$ cat src/rtl/sdram_arbiter_if.sv
// Command-bus handshake between the SDRAM arbiter and its refresh/write/read
// sub-controllers, plus status outputs.
interface sdram_arbiter_if;
    logic       init_done;
    logic       wr_req;
    logic       rd_req;
    logic       ref_done;
    logic       wr_done;
    logic       rd_done;
    logic       ref_en;
    logic       wr_en;
    logic       rd_en;
    logic       busy;
    logic [2:0] arb_state;
    logic       ref_overrun;

    modport slave (
        input  init_done, wr_req, rd_req, ref_done, wr_done, rd_done,
        output ref_en, wr_en, rd_en, busy, arb_state, ref_overrun
    );

    modport master (
        output init_done, wr_req, rd_req, ref_done, wr_done, rd_done,
        input  ref_en, wr_en, rd_en, busy, arb_state, ref_overrun
    );
endinterface

$ cat src/rtl/sdram_arbiter.sv
// SDRAM command-bus arbiter: refresh has priority, write/read share the bus
// round-robin, grants run until the matching done pulse.
module sdram_arbiter #(
    parameter int REF_PERIOD = 780,
    parameter int CNT_W      = 10
) (
    input  logic            clk,
    input  logic            rst,
    sdram_arbiter_if.slave  bus
);

    typedef enum logic [2:0] {
        S_INIT  = 3'd0,
        S_ARB   = 3'd1,
        S_REF   = 3'd2,
        S_WRITE = 3'd3,
        S_READ  = 3'd4
    } state_t;

    localparam logic [CNT_W-1:0] TERM_CNT = CNT_W'(REF_PERIOD - 1);
    localparam logic [CNT_W-1:0] CNT_ONE  = CNT_W'(1);

    state_t           r_state;
    state_t           w_next;
    logic [CNT_W-1:0] r_timer;
    logic             r_ref_pending;
    logic             r_ref_overrun;
    logic             r_last_wr;
    logic             r_ref_en;
    logic             r_wr_en;
    logic             r_rd_en;
    logic             r_busy;
    logic             w_tc;
    logic             w_enter_ref;

    assign w_tc        = (r_state != S_INIT) && (r_timer == TERM_CNT);
    assign w_enter_ref = (r_state == S_ARB) && (w_next == S_REF);

    // Next-state selection: refresh first, then the requester not granted last.
    always_comb begin
        w_next = r_state;
        case (r_state)
            S_INIT: begin
                if (bus.init_done) w_next = S_ARB;
                else               w_next = S_INIT;
            end
            S_ARB: begin
                if (r_ref_pending)                 w_next = S_REF;
                else if (bus.wr_req && bus.rd_req) w_next = r_last_wr ? S_READ : S_WRITE;
                else if (bus.wr_req)               w_next = S_WRITE;
                else if (bus.rd_req)               w_next = S_READ;
                else                               w_next = S_ARB;
            end
            S_REF: begin
                if (bus.ref_done) w_next = S_ARB;
                else              w_next = S_REF;
            end
            S_WRITE: begin
                if (bus.wr_done) w_next = S_ARB;
                else             w_next = S_WRITE;
            end
            S_READ: begin
                if (bus.rd_done) w_next = S_ARB;
                else             w_next = S_READ;
            end
            default: w_next = S_ARB;
        endcase
    end

    // State register.
    always_ff @(posedge clk or posedge rst) begin
        if (rst) r_state <= S_INIT;
        else     r_state <= w_next;
    end

    // Refresh interval timer, frozen at zero until initialisation completes.
    always_ff @(posedge clk or posedge rst) begin
        if (rst)                       r_timer <= '0;
        else if (r_state == S_INIT)    r_timer <= '0;
        else if (r_timer == TERM_CNT)  r_timer <= '0;
        else                           r_timer <= r_timer + CNT_ONE;
    end

    // Pending refresh and sticky overrun; a new deadline beats the clear.
    always_ff @(posedge clk or posedge rst) begin
        if (rst) begin
            r_ref_pending <= 1'b0;
            r_ref_overrun <= 1'b0;
        end else if (w_tc) begin
            r_ref_pending <= 1'b1;
            r_ref_overrun <= r_ref_overrun | r_ref_pending;
        end else if (w_enter_ref) begin
            r_ref_pending <= 1'b0;
            r_ref_overrun <= r_ref_overrun;
        end else begin
            r_ref_pending <= r_ref_pending;
            r_ref_overrun <= r_ref_overrun;
        end
    end

    // Round-robin memory: 1 means write was granted most recently.
    always_ff @(posedge clk or posedge rst) begin
        if (rst)                                       r_last_wr <= 1'b0;
        else if (r_state == S_ARB && w_next == S_WRITE) r_last_wr <= 1'b1;
        else if (r_state == S_ARB && w_next == S_READ)  r_last_wr <= 1'b0;
        else                                           r_last_wr <= r_last_wr;
    end

    // Registered enables and busy, decoded from the next state.
    always_ff @(posedge clk or posedge rst) begin
        if (rst) begin
            r_ref_en <= 1'b0;
            r_wr_en  <= 1'b0;
            r_rd_en  <= 1'b0;
            r_busy   <= 1'b0;
        end else begin
            r_ref_en <= (w_next == S_REF);
            r_wr_en  <= (w_next == S_WRITE);
            r_rd_en  <= (w_next == S_READ);
            r_busy   <= (w_next != S_ARB);
        end
    end

    assign bus.ref_en      = r_ref_en;
    assign bus.wr_en       = r_wr_en;
    assign bus.rd_en       = r_rd_en;
    assign bus.busy        = r_busy;
    assign bus.arb_state   = r_state;
    assign bus.ref_overrun = r_ref_overrun;

endmodule

$ cat src/flat_wrapper.sv
// flat-port wrapper written by rule: the top's interface ports become plain ports
module sdram_arbiter_flat 
#(
    parameter int REF_PERIOD = 780,
    parameter int CNT_W      = 10
)
  (clk, rst, bus_init_done, bus_wr_req, bus_rd_req, bus_ref_done, bus_wr_done, bus_rd_done, bus_ref_en, bus_wr_en, bus_rd_en, bus_busy, bus_arb_state, bus_ref_overrun);
  sdram_arbiter_if bus_i ();
  input  logic clk;
  input  logic rst;
  input wire logic [$bits(bus_i.init_done)-1:0] bus_init_done;
  input wire logic [$bits(bus_i.wr_req)-1:0] bus_wr_req;
  input wire logic [$bits(bus_i.rd_req)-1:0] bus_rd_req;
  input wire logic [$bits(bus_i.ref_done)-1:0] bus_ref_done;
  input wire logic [$bits(bus_i.wr_done)-1:0] bus_wr_done;
  input wire logic [$bits(bus_i.rd_done)-1:0] bus_rd_done;
  output wire logic [$bits(bus_i.ref_en)-1:0] bus_ref_en;
  output wire logic [$bits(bus_i.wr_en)-1:0] bus_wr_en;
  output wire logic [$bits(bus_i.rd_en)-1:0] bus_rd_en;
  output wire logic [$bits(bus_i.busy)-1:0] bus_busy;
  output wire logic [$bits(bus_i.arb_state)-1:0] bus_arb_state;
  output wire logic [$bits(bus_i.ref_overrun)-1:0] bus_ref_overrun;
  assign bus_i.init_done = bus_init_done;
  assign bus_i.wr_req = bus_wr_req;
  assign bus_i.rd_req = bus_rd_req;
  assign bus_i.ref_done = bus_ref_done;
  assign bus_i.wr_done = bus_wr_done;
  assign bus_i.rd_done = bus_rd_done;
  assign bus_ref_en = bus_i.ref_en;
  assign bus_wr_en = bus_i.wr_en;
  assign bus_rd_en = bus_i.rd_en;
  assign bus_busy = bus_i.busy;
  assign bus_arb_state = bus_i.arb_state;
  assign bus_ref_overrun = bus_i.ref_overrun;
  sdram_arbiter #(.REF_PERIOD(REF_PERIOD), .CNT_W(CNT_W)) u_core (.clk(clk), .rst(rst), .bus(bus_i));
endmodule
$ cat config.mk
export PLATFORM = sky130hd
export DESIGN_NAME = sdram_arbiter_flat
export DESIGN_NICKNAME = d
export VERILOG_FILES = /design/src/rtl/sdram_arbiter_if.sv /design/src/rtl/sdram_arbiter.sv /design/src/flat_wrapper.sv
export SDC_FILE = /design/constraint.sdc
export NUM_CORES = 1
export LEC_CHECK = 0
export ABC_AREA = 0
export BUFFER_PORTS_ARGS = -buffer_cell sky130_fd_sc_hd__buf_2
export CORE_ASPECT_RATIO = 1.25
export CORE_MARGIN = 3
export CORE_UTILIZATION = 25
export CTS_CLUSTER_SIZE = 14
export DETAILED_ROUTE_END_ITERATION = 16
export GPL_TIMING_DRIVEN = 0
export PLACE_DENSITY = 0.5
export SETUP_SLACK_MARGIN = 0.5
export SLEW_MARGIN = 30
export SYNTH_ARGS = -nofsm -noshare
export SYNTH_HDL_FRONTEND = slang
export SYNTH_SLANG_ARGS = --single-unit
$ cat constraint.sdc
create_clock -name clk -period 1.8 [get_ports clk]
set_input_delay 0.18 -clock clk [delete_from_list [all_inputs] [get_ports clk]]
set_output_delay 0.18 -clock clk [all_outputs]
set_load 0.03 [all_outputs]
==> results of run 1 <==
==> power by group <==
part / internal, uW / leakage, uW / switching [uW]
sequential: 579 / 0.000258 / 119
combinational: 595 / 0.000329 / 626
clock: 194 / 0.0000288 / 141
total: 1370 / 0.000616 / 887
==> cells in the mapped netlist, drive strengths merged (2+ instances only) <==
cell type,number,area [um^2]
dfrtp,20,500.5
a21oi,9,48.80
inv,7,26.28
or3,7,52.55
nand3,6,30.03
o21ai,6,30.03
nor2,5,18.77
a21boi,3,22.52
buf,3,21.27
nor4b,3,41.29
nand2,2,7.510
nand2b,2,12.51
nand4,2,18.77
nor3,2,10.01
nor3b,2,15.01
o31ai,2,28.78
or2,2,12.51
xor2,2,17.52
==> flip-flops by register name (all words and copies together) (netlist names) <==
name	cells
u_core.r_last_wr	1
u_core.bus.wr_en	1
u_core.bus.arb_state	3
u_core.r_timer	10
u_core.bus.ref_overrun	1
u_core.bus.busy	1
u_core.r_ref_pending	1
u_core.bus.rd_en	1
u_core.bus.ref_en	1
==> worst max path at each step <==
stage	startpoint	to
2_1_floorplan	u_core.bus.arb_state[1]	u_core.bus.wr_en
3_3_place_gp	u_core.r_timer[0]	u_core.r_timer[3]
3_5_place_dp	u_core.r_timer[0]	u_core.r_timer[3]
4_1_cts	u_core.r_timer[5]	u_core.r_timer[8]
5_1_grt	u_core.r_timer[5]	u_core.r_timer[3]
6_report	u_core.r_timer[5]	u_core.r_timer[3]
==> area by class of cell <==
class                   instances  area share [%]
plain buffers                   3           2.314
well taps                      54           4.627
clock buffers                   4           3.770
flip-flops and latches         20           34.62
inverters                       7           1.799
repair buffers                 25           10.54
multi-input cells              66           42.33
==> kinds of logic after synthesis <==
kind of cell    Yosys count  share of synthesized area [%]
simple gates             36                          24.41
buf+inv                  10                          4.686
xor+xnor                  3                          2.590
compound gates           26                          17.76
flops                    20                          49.32
fa+ha+maj                 1                          1.233
==> metrics by stage <==
step                      hold WS, ns  area, um^2  util [%]
after global placement         0.3616        1271     33.04
after CTS                     0.08387        1393     36.20
after global routing           0.1156        1460     37.95
after floorplan                0.1436        1129         -
after detailed placement       0.3746        1271     33.04
final                         0.05733        1460     37.95
==> critical path: cells and delay by family, from the launching register on <==
family / cells / cell delay (ns)
AOI/OAI and AO/OA: 1 / 0.21
and+or+nand+nor: 2 / 0.46
buffers and inverters: 1 / 0.17
DFF: 1 / 0.42
==> metal layers <==
metal,wire length (um),vias to the layer above,track usage (%)
li1,-,405,-
met1,995,407,12.39
met2,1179,19,17.32
met3,88,5,2.196
met4,30,0,3.974
met5,0,-,0
==> timing repair <==
action,CTS,global route
setup endpoints to repair,15,16
setup buffers,6,4
gates resized for setup,4,8
pin swaps,5,6
hold buffers,0,0
==> key figures, run 1 <==
Status
  – Status: completed

Global routing
  – Overflow after GRT: 0
  – First-pass GRT wire length: 3939 um
  – Antenna violations before repair: 0
  – Vias in the first global route: 843
  – Aggregate global-route resource usage: 10.18%
  – Pin count of the biggest net entering global routing: 21

Synth
  – Cell count after synthesis: 96
  – Predominant post-synthesis flop cell: dfrtp_1
  – Syn_area_per_cell: 10.57 um^2
  – Seq cells post-synth: 20
  – Post-Synthesis Cell Area: 1015 um^2
  – Yosys Warn Count: 0
  – Async SR Flop Fraction: 100.0%
  – Syn_nets: 105
  – Post-synth EDFFs: 0
  – Distinct cells, synth: 36
  – Sequential fraction of the synthesis area: 49.32%

Finish
  – Final std cells w/o fill: 179
  – Register area: 505.5 um^2
  – Multi-input gate area: 618.1 um^2
  – Fraction of layout instances using a drive strength above 1: 52.00%
  – Antenna fix cells: 0
  – Nets: 135
  – Area Overhead vs Synth: 43.90%
  – Commonest non-fill, non-tap cell in the layout: dfrtp_1
  – Filler Cell Count: 391
  – Highest-count cells in the layout ignoring fill and taps: dfrtp_1, buf_2, buf_4

STA
  – Clk_skew: 0.001912 ns
  – Count of final setup violators: 0
  – PnR worst setup slack: 0.4348 ns
  – Tmin final: 1.365 ns
  – Slew of the pin with the lowest slew margin: 0.7760 ns
  – Slew Viols, Final: 0
  – Max Freq: 732.5 MHz
  – Total Neg Setup Slack: 0 ns
  – Final period utilization: 75.85%
  – Slew headroom: 48.21%
  – RSZ-0062 raised after global routing: yes
  – Final Hold Vio Count: 0

Flow run
  – Number of max-cap violations: 0

Clock tree
  – CTS tree: yes
  – Clk slew on worst S/H paths: 0.07 ns
  – Clock tree buffer depth: 2
  – H-tree depth: 1
  – Clock Latency Late Sink: 0.25 ns
  – Num Clock Sinks: 20
  – Clock Tree Root: clkbuf_8
  – Num CTS Buffers: 3

Die
  – Chip width: 62.99 um
  – Initial core utilization: 26.37%
  – Num rows: 25
  – Die outline height: 77.23 um
  – Die area: 4864 um^2
  – Ports: 16
  – Core outline area: 3847 um^2

Drt
  – Drt wl/cell: 12.81 um
  – Antenna-violating nets left: 0
  – Vias per cell: 4.670
  – Drt pass-1 iters: 4
  – Vias: 836
  – Initial DRC count: 28
  – DRC violations left: 0
  – Drt total wl: 2293 um

Place
  – Pre-CTS WS: 0.2733 ns
  – Placed Instances: 165
  – GP Congestion: 0.7697
  – Port Buffers: 15
  – Post-DP HPWL: 1543 um

Power and ir drop
  – VDD IR max: 465.6 uV
  – Total power: 2255 uW
  – Power Density: 1545 nW/um^2
  – Leak Pwr: 0.0006158 uW

Setup path
  – Slowest CP cell: dfrtp_1
  – FF-to-FF End: u_core.r_timer[3]
  – Startpoint Class: register
  – Crit path DAT: 1.51 ns
  – FF-to-FF setup slack: 0.43 ns
  – WP data required: 1.95 ns
  – Critical setup path kind: register to register
  – Critical Path End Type: register
  – R2r startpoint: u_core.r_timer[5]
  – Critical path peak fanout: 7
  – Worst path cell trace: or3_4 > o31ai_4 > buf_6 > nor2_1
  – Slowest stage delay, CP: 0.42 ns
  – R2R cell count: 4

Worst hold path
  – Hold Crit Class: input pin to asynchronous set/reset pin
Power figures use the tool's default switching activity.
==> run 2: changes to the inputs <==
- ABC_AREA: 0 -> 1
- clock period: 1.8 -> 1.3 ns (I/O delays scaled with it)
==> run 2 against run 1 <==
  * The flow now finishes with violations (negative hold slack, negative setup slack)
  * Clock-buffer cell count is 1 lower
  * Clock power increased by 83%
  * Final cell count up 1.7%
  * Register-to-register slack worse by 0.44 ns
  * Critical path depth rose by 3
  * Global-route usage rose by 1.2 points
  * Sequential cell count unchanged
  * Routed wire length fell by 5.0%
  * Core utilization rose by 2.9 points
  * Largest cell class unchanged
  * Highest routed layer unchanged
==> key figures, run 2 <==
Die
  – Ports: 16 (unchanged)
  – Die outline height: 74.91 um (-3.0%)
  – Core outline area: 3573 um^2 (-7.1%)
  – Die area: 4579 um^2 (-5.9%)
  – Chip width: 61.13 um (-3.0%)
  – Num rows: 24 (-4.0%)
  – Initial core utilization: 26.58% (+0.20 points)

Setup path
  – CP Depth: 7 (+3)
  – Critical path peak fanout: 3 (-4)
  – Worst path cell trace: ha_4 > nand2_4 > nor3b_4 > nand2_1 > o21ai_1 > nand2_1 > nor2_1
  – Crit path to: u_core.r_timer[8]
  – Startpoint Class: register
  – R2r startpoint: u_core.r_timer[0]
  – Slowest stage delay, CP: 0.40 ns (-0.02 ns)
  – FF-to-FF setup slack: -0.01 ns (-0.44 ns)
  – Slowest CP cell: dfrtp_1
  – Critical setup path kind: register to register
  – WP data required: 1.50 ns (-0.45 ns)
  – FF-to-FF End: u_core.r_timer[8]
  – R2R cell count: 7 (+3)
  – Crit path launch: u_core.r_timer[0]
  – Cell mode on critical path: nand2_1
  – CP Buf/Inv Count: 0 (-1)
  – Crit path DAT: 1.51 ns (about the same)
  – Top Family by Delay on Critical Path: simple AND/OR/NAND/NOR gates
  – Critical Path End Type: register

Global routing
  – First-pass GRT wire length: 3898 um (-1.0%)
  – Overflow after GRT: 0 (unchanged)
  – Antenna violations before repair: 0 (unchanged)
  – Pin count of the biggest net entering global routing: 21 (unchanged)
  – Aggregate global-route resource usage: 11.34% (+1.2 points)
  – Vias in the first global route: 922 (+9.4%)

Power and ir drop
  – Cell-internal power: 1957 uW (+43%)
  – Leak Pwr: 0.0006880 uW (+12%)
  – Psw: 1289 uW (+45%)
  – Reg power frac: 30.4% (-0.6 points)
  – Clk pwr share: 19.0% (+4.1 points)
  – Power Density: 2223 nW/um^2 (+44%)
  – Comb pwr share: 50.7% (-3.4 points)
  – Sw Ratio: 39.70% (+0.38 points)
  – VDD IR max: 867.3 uV (+86%)

Finish
  – Nets: 153 (+13%)
  – Final Cell Area: 1460 um^2 (unchanged)
  – Area Overhead vs Synth: 53.75%
  – Most flop-heavy register: u_core.r_timer
  – Antenna fix cells: 0 (unchanged)
  – Util after Layout: 40.86% (+2.9 points)
  – Highest-count cells in the layout ignoring fill and taps: dfrtp_1, buf_6, nor2_1
  – Number of flip-flops in the largest register: 10 (unchanged)
  – Commonest non-fill, non-tap cell in the layout: dfrtp_1
  – Fraction of layout instances using a drive strength above 1: 47.55% (-4.4 points)

Synth
  – Post-synthesis adder-cell area fraction: 1.318% (+0.084 points)
  – Mux cell area share after synthesis: 0% (unchanged)
  – Sequential fraction of the synthesis area: 52.70% (+3.4 points)
  – Post-synth EDFFs: 0 (unchanged)
  – Share of the synthesized area in the top cell type: 52.70% (+3.4 points)
  – Area contributors post-synth: dfrtp_1, nand2_1, nor2_1
  – Predominant post-synthesis flop cell: dfrtp_1
  – Combinational family with the most area after synthesis: simple AND/OR/NAND/NOR gates
  – Async SR Flop Fraction: 100.0% (unchanged)
  – Count leader, synth: dfrtp_1
  – Cell count after synthesis: 110 (+15%)
  – Distinct cells, synth: 20 (-44%)
  – Post-Synth XOR/XNOR Area: 2.767% (+0.18 points)
  – Syn_area_per_cell: 8.633 um^2 (-18%)
  – Post-synthesis compound-gate area fraction: 7.642% (-10 points)
  – Largest area contributor in the netlist: dfrtp_1
  – Simple-gate share of the synthesized area: 29.25% (+4.8 points)
  – Yosys Warn Count: 0 (unchanged)
  – Seq cells post-synth: 20 (unchanged)
  – Syn_nets: 119 (+13%)
  – Synth cell count leaders: dfrtp_1, nand2_1, nor2_1, inv_1, nand3_1
  – Post-Synthesis Cell Area: 949.7 um^2 (-6.4%)

STA
  – Fin Hold WS: -0.003139 ns (-0.06047 ns)
  – Final Hold Vio Count: 16 (+16)
  – Count of final setup violators: 1 (+1)
  – Slew of the pin with the lowest slew margin: 0.7597 ns (-0.01626 ns)
  – Clk_skew: 0.001852 ns (-0.00006003 ns)
  – Slew headroom: 49.30% (+1.1 points)
  – Slew Viols, Final: 0 (unchanged)
  – Tmin final: 1.310 ns (-0.05565 ns)
  – Final period utilization: 100.7% (+25 points)
  – PnR worst setup slack: -0.009599 ns (-0.4444 ns)
  – Total Neg Setup Slack: -0.009599 ns (-0.009599 ns)
  – Max Freq: 763.6 MHz (+4.2%)
  – RSZ-0062 raised after global routing: yes

Place
  – Placed Instance Area: 1119 um^2 (-12%)
  – Port Buffers: 15 (unchanged)
  – GP Congestion: 0.7787 (+1.2%)
  – Post-DP HPWL: 1501 um (-2.8%)

Drt
  – Initial DRC count: 45 (+61%)
  – Vias per cell: 4.841 (+3.6%)
  – Drt wl/cell: 11.97 um (-6.6%)
  – Vias: 881 (+5.4%)
  – DRC violations left: 0 (unchanged)
  – Drt total wl: 2178 um (-5.0%)
  – Drt pass-1 iters: 4 (unchanged)
  – Antenna-violating nets left: 0 (unchanged)

Clock tree
  – Num Clock Sinks: 20 (unchanged)
  – Clock tree buffer depth: 2 (unchanged)
  – Hold Buf Count CTS: 0 (unchanged)
  – Clock Tree Root: clkbuf_8
  – Clk slew on worst S/H paths: 0.07 ns (about the same)
  – Clock Latency Late Sink: 0.26 ns (about the same)
  – H-tree depth: 1 (unchanged)
  – CTS tree: yes
  – Num CTS Buffers: 3 (unchanged)

Flow run
  – Number of max-cap violations: 0 (unchanged)

Status
  – Status: finished with violations
  – Failing checks: negative hold slack, negative setup slack

Worst hold path
  – Hold Crit Class: input pin to asynchronous set/reset pin
run 2: cell types whose count changed in the layout (fill, tap and decap cells not counted), moves of 4 or more:
cell	delta
buf_6	+9
nand2_2	+4
nor2_1	+8
nand2_1	+9
inv_2	+4
buf_2	-8
o21ai_0	-5
nand3_2	+5
o21ai_1	+6
run 2: area by class of cell:
class / count / area (um^2)
repair buffers: 29 / 249.0
flip-flops and latches: 20 / 504.2
inverters: 16 / 65.06
fillers: 364 / 2113
clock inverters: 1 / 30.03
well taps: 39 / 48.80
multi-input cells: 74 / 521.8
clock buffers: 3 / 41.29
run 2: cells by family (layout without fill, tap and decap cells):
kind of cell,after synthesis,in the layout
flops,20,20
simple gates,57,57
compound gates,13,13
buf+inv,16,49
xor+xnor,3,3
fa+ha+maj,1,1
run 2: worst min path at each step:
stage	depth (start not counted)	to
floorplan	1	u_core.bus.busy
global placement	2	u_core.r_timer[3]
global route	2	u_core.bus.arb_state[2]
finish	2	u_core.r_timer[1]
detailed placement	2	u_core.r_timer[3]
CTS	2	u_core.r_timer[1]
run 2: worst reg2reg max path, cell delays in order, from the launching register on:
cell	delay, ns
dfrtp_1	0.40
ha_4	0.18
nand2_4	0.07
nor3b_4	0.24
nand2_1	0.10
o21ai_1	0.12
nand2_1	0.06
nor2_1	0.07
run 2: timing repair:
item / 4_1_cts / 5_1_grt
setup buffers: 8 / 6
pin swaps: 7 / 7
endpoints found under the hold margin: 0 / 0
setup endpoints to repair: 28 / 28
resized for setup: 28 / 22
run 2: layer usage:
layer	up-vias	global-route usage [%]	wire length [um]
met2	22	19.76	1177
met5	-	0	0
li1	424	-	-
met3	7	2.230	98
met1	428	12.42	838
met4	0	6.747	63
run 2: power by group through the flow:
stage / Clock, uW / Sequential [uW] / Combinational (uW)
2_1_floorplan: 0 / 1110 / 571
3_3_place_gp: 0 / 967 / 952
3_5_place_dp: 0 / 977 / 969
4_1_cts: 637 / 981 / 1300
5_1_grt: 666 / 1020 / 1820
6_report: 616 / 986 / 1640
run 2: per-stage QoR:
stage                     cells  power, uW  setup WS (ns)
after floorplan             110       1686        0.05231
after global placement      164       1919       -0.08928
after detailed placement    164       1946        -0.1210
after CTS                   176       2917        0.02261
after global routing        182       3506        -0.1122
final                       182       3246      -0.009599
==> run 3: changes to the inputs <==
- HOLD_SLACK_MARGIN: not set -> 0.02
- SKIP_CTS_REPAIR_TIMING: not set -> 1
==> run 3 against run 2 <==
  * The run still ends with negative hold slack, negative setup slack left
  * Global-route usage fell by 1.2 points
  * Sequential power barely moved
  * Total power fell by 3.2%
  * Sequential share of layout area rose by 0.84 points
  * Critical path type unchanged
  * Critical endpoint unchanged
  * Largest power group unchanged
==> key figures, run 3 (same netlist as run 2, synthesis figures left out) <==
Clock tree
  – Clk slew on worst S/H paths: 0.07 ns (about the same)
  – Clock tree buffer depth: 2 (unchanged)
  – CTS tree: yes
  – H-tree depth: 1 (unchanged)
  – Clock Latency Late Sink: 0.26 ns (about the same)
  – Num Clock Sinks: 20 (unchanged)
  – Num CTS Buffers: 3 (unchanged)
  – Clock Tree Root: clkbuf_8

Setup path
  – Worst path cell trace: ha_4 > nand2_4 > nor3b_4 > nand2_1 > o21ai_1 > nand2_1 > nor2_1
  – Critical path peak fanout: 4 (+1)
  – Crit path DAT: 1.50 ns (about the same)
  – CP Buf/Inv Count: 0 (unchanged)
  – Cell mode on critical path: nand2_1
  – Top Family by Delay on Critical Path: simple AND/OR/NAND/NOR gates
  – WP data required: 1.50 ns (about the same)
  – Startpoint Class: register
  – Slowest CP cell: dfrtp_2
  – Critical setup path kind: register to register
  – Critical Path End Type: register
  – Slowest stage delay, CP: 0.41 ns (about the same)

Finish
  – Antenna fix cells: 0 (unchanged)
  – Nets: 152 (-0.65%)
  – Area Overhead vs Synth: 50.86%
  – Fraction of layout instances using a drive strength above 1: 47.18% (-0.37 points)
  – Number of flip-flops in the largest register: 10 (unchanged)
  – Most flop-heavy register: u_core.r_timer
  – Register area: 506.7 um^2 (+0.50%)
  – Multi-input gate area: 524.3 um^2 (+0.48%)
  – Filler Cell Count: 373 (+2.5%)
  – Highest-count cells in the layout ignoring fill and taps: dfrtp_1, buf_4, nand2_1
  – Commonest non-fill, non-tap cell in the layout: dfrtp_1
  – Final Cell Area: 1433 um^2 (-1.9%)
  – Final std cells w/o fill: 181 (-0.55%)

Die
  – Chip width: 61.13 um (unchanged)
  – Core outline area: 3573 um^2 (unchanged)
  – Die area: 4579 um^2 (unchanged)
  – Initial core utilization: 26.58% (unchanged)
  – Ports: 16 (unchanged)
  – Die outline height: 74.91 um (unchanged)
  – Num rows: 24 (unchanged)

STA
  – Slew headroom: 49.55% (+0.25 points)
  – Final period utilization: 100.0% (-0.69 points)
  – Clk_skew: 0.003002 ns (+0.001150 ns)
  – RSZ-0062 raised after global routing: yes
  – Fin Hold WS: -0.005712 ns (-0.002574 ns)
  – Final Hold Vio Count: 20 (+4)
  – Max Freq: 768.9 MHz (+0.69%)
  – Count of final setup violators: 1 (unchanged)
  – Slew Viols, Final: 0 (unchanged)
  – Tmin final: 1.301 ns (-0.008994 ns)
  – Slew of the pin with the lowest slew margin: 0.7559 ns (-0.003764 ns)
  – PnR worst setup slack: -0.0006054 ns (+0.008994 ns)

Drt
  – Vias per cell: 4.762 (-1.6%)
  – Drt total wl: 2134 um (-2.0%)
  – DRC violations left: 0 (unchanged)
  – Vias: 862 (-2.2%)
  – Initial DRC count: 50 (+11%)
  – Drt pass-1 iters: 4 (unchanged)
  – Antenna-violating nets left: 0 (unchanged)
  – Drt wl/cell: 11.79 um (-1.5%)

Power and ir drop
  – VDD IR max: 801.7 uV (-7.6%)
  – Power Density: 2194 nW/um^2 (-1.3%)
  – Leak Pwr: 0.0006901 uW (+0.31%)

Place
  – Placed Instance Area: 1119 um^2 (unchanged)
  – Port Buffers: 15 (unchanged)
  – Post-DP HPWL: 1501 um (unchanged)
  – Placed Instances: 164 (unchanged)
  – Pre-CTS WS: -0.1210 ns (unchanged)
  – GP Congestion: 0.7787 (unchanged)

Global routing
  – Aggregate global-route resource usage: 10.12% (-1.2 points)
  – First-pass GRT wire length: 3477 um (-11%)
  – Overflow after GRT: 0 (unchanged)
  – Vias in the first global route: 842 (-8.7%)
  – Antenna violations before repair: 0 (unchanged)
  – Pin count of the biggest net entering global routing: 21 (unchanged)

Worst hold path
  – Hold Crit Class: input pin to asynchronous set/reset pin

Status
  – Failing checks: negative hold slack, negative setup slack
  – Status: finished with violations

Flow run
  – Number of max-cap violations: 0 (unchanged)
-- run 3: final timing paths --
kind	cells past startpoint	startpoint	slack, ns	end
max in group asynchronous	2	rst	0.78	u_core.bus.arb_state[2]
worst max-delay path	7	u_core.r_timer[0]	-0.0006	u_core.r_timer[8]
worst max register to register	7	u_core.r_timer[0]	-0.0006	u_core.r_timer[8]
min in group clk	2	bus_rd_done	0.07	u_core.bus.arb_state[2]
worst min register to register	1	u_core.bus.ref_overrun	0.51	u_core.bus.ref_overrun
worst min-delay path	2	rst	-0.006	u_core.r_timer[1]
-- run 3: layout make-up --
type | instances | area share [%]
clock buffer | 3 | 2.882
clock inverter | 1 | 2.096
inverter | 16 | 4.541
multi-input combinational | 74 | 36.59
sequential | 20 | 35.37
tap | 39 | 3.406
timing repair buffer | 28 | 15.11
-- run 3: worst reg2reg max path: cells and delay by family, from the launching register on --
kind / cells / cell delay (ns)
AOI/OAI and AO/OA: 1 / 0.12
and+or+nand+nor: 5 / 0.53
adders and majority gates: 1 / 0.17
DFF: 1 / 0.41
-- run 3: through the flow --
step	TNS [ns]	utilization, %	total power [uW]
finish	-0.0006054	40.09	3143
global route	-0.4134	40.09	3377
CTS	-0.3154	33.30	2573
detailed placement	-0.2306	31.30	1946
global placement	-0.1846	31.30	1919
floorplan	0	-	1686
-- run 3: power breakdown --
group | leakage (uW) | switching [uW] | internal [uW]
Clock | 0.0000357 | 206 | 411
Sequential | 0.000259 | 207 | 793
Combinational | 0.000395 | 833 | 693
Total | 0.000690 | 1250 | 1900
-- run 3: routing by layer --
layer / track usage, % / up-vias / share of wire, %
li1: - / 419 / -
met1: 11.03 / 419 / 38
met2: 17.65 / 19 / 55
met3: 2.058 / 5 / 4.4
met4: 6.024 / 0 / 2.3
met5: 0 / - / 0
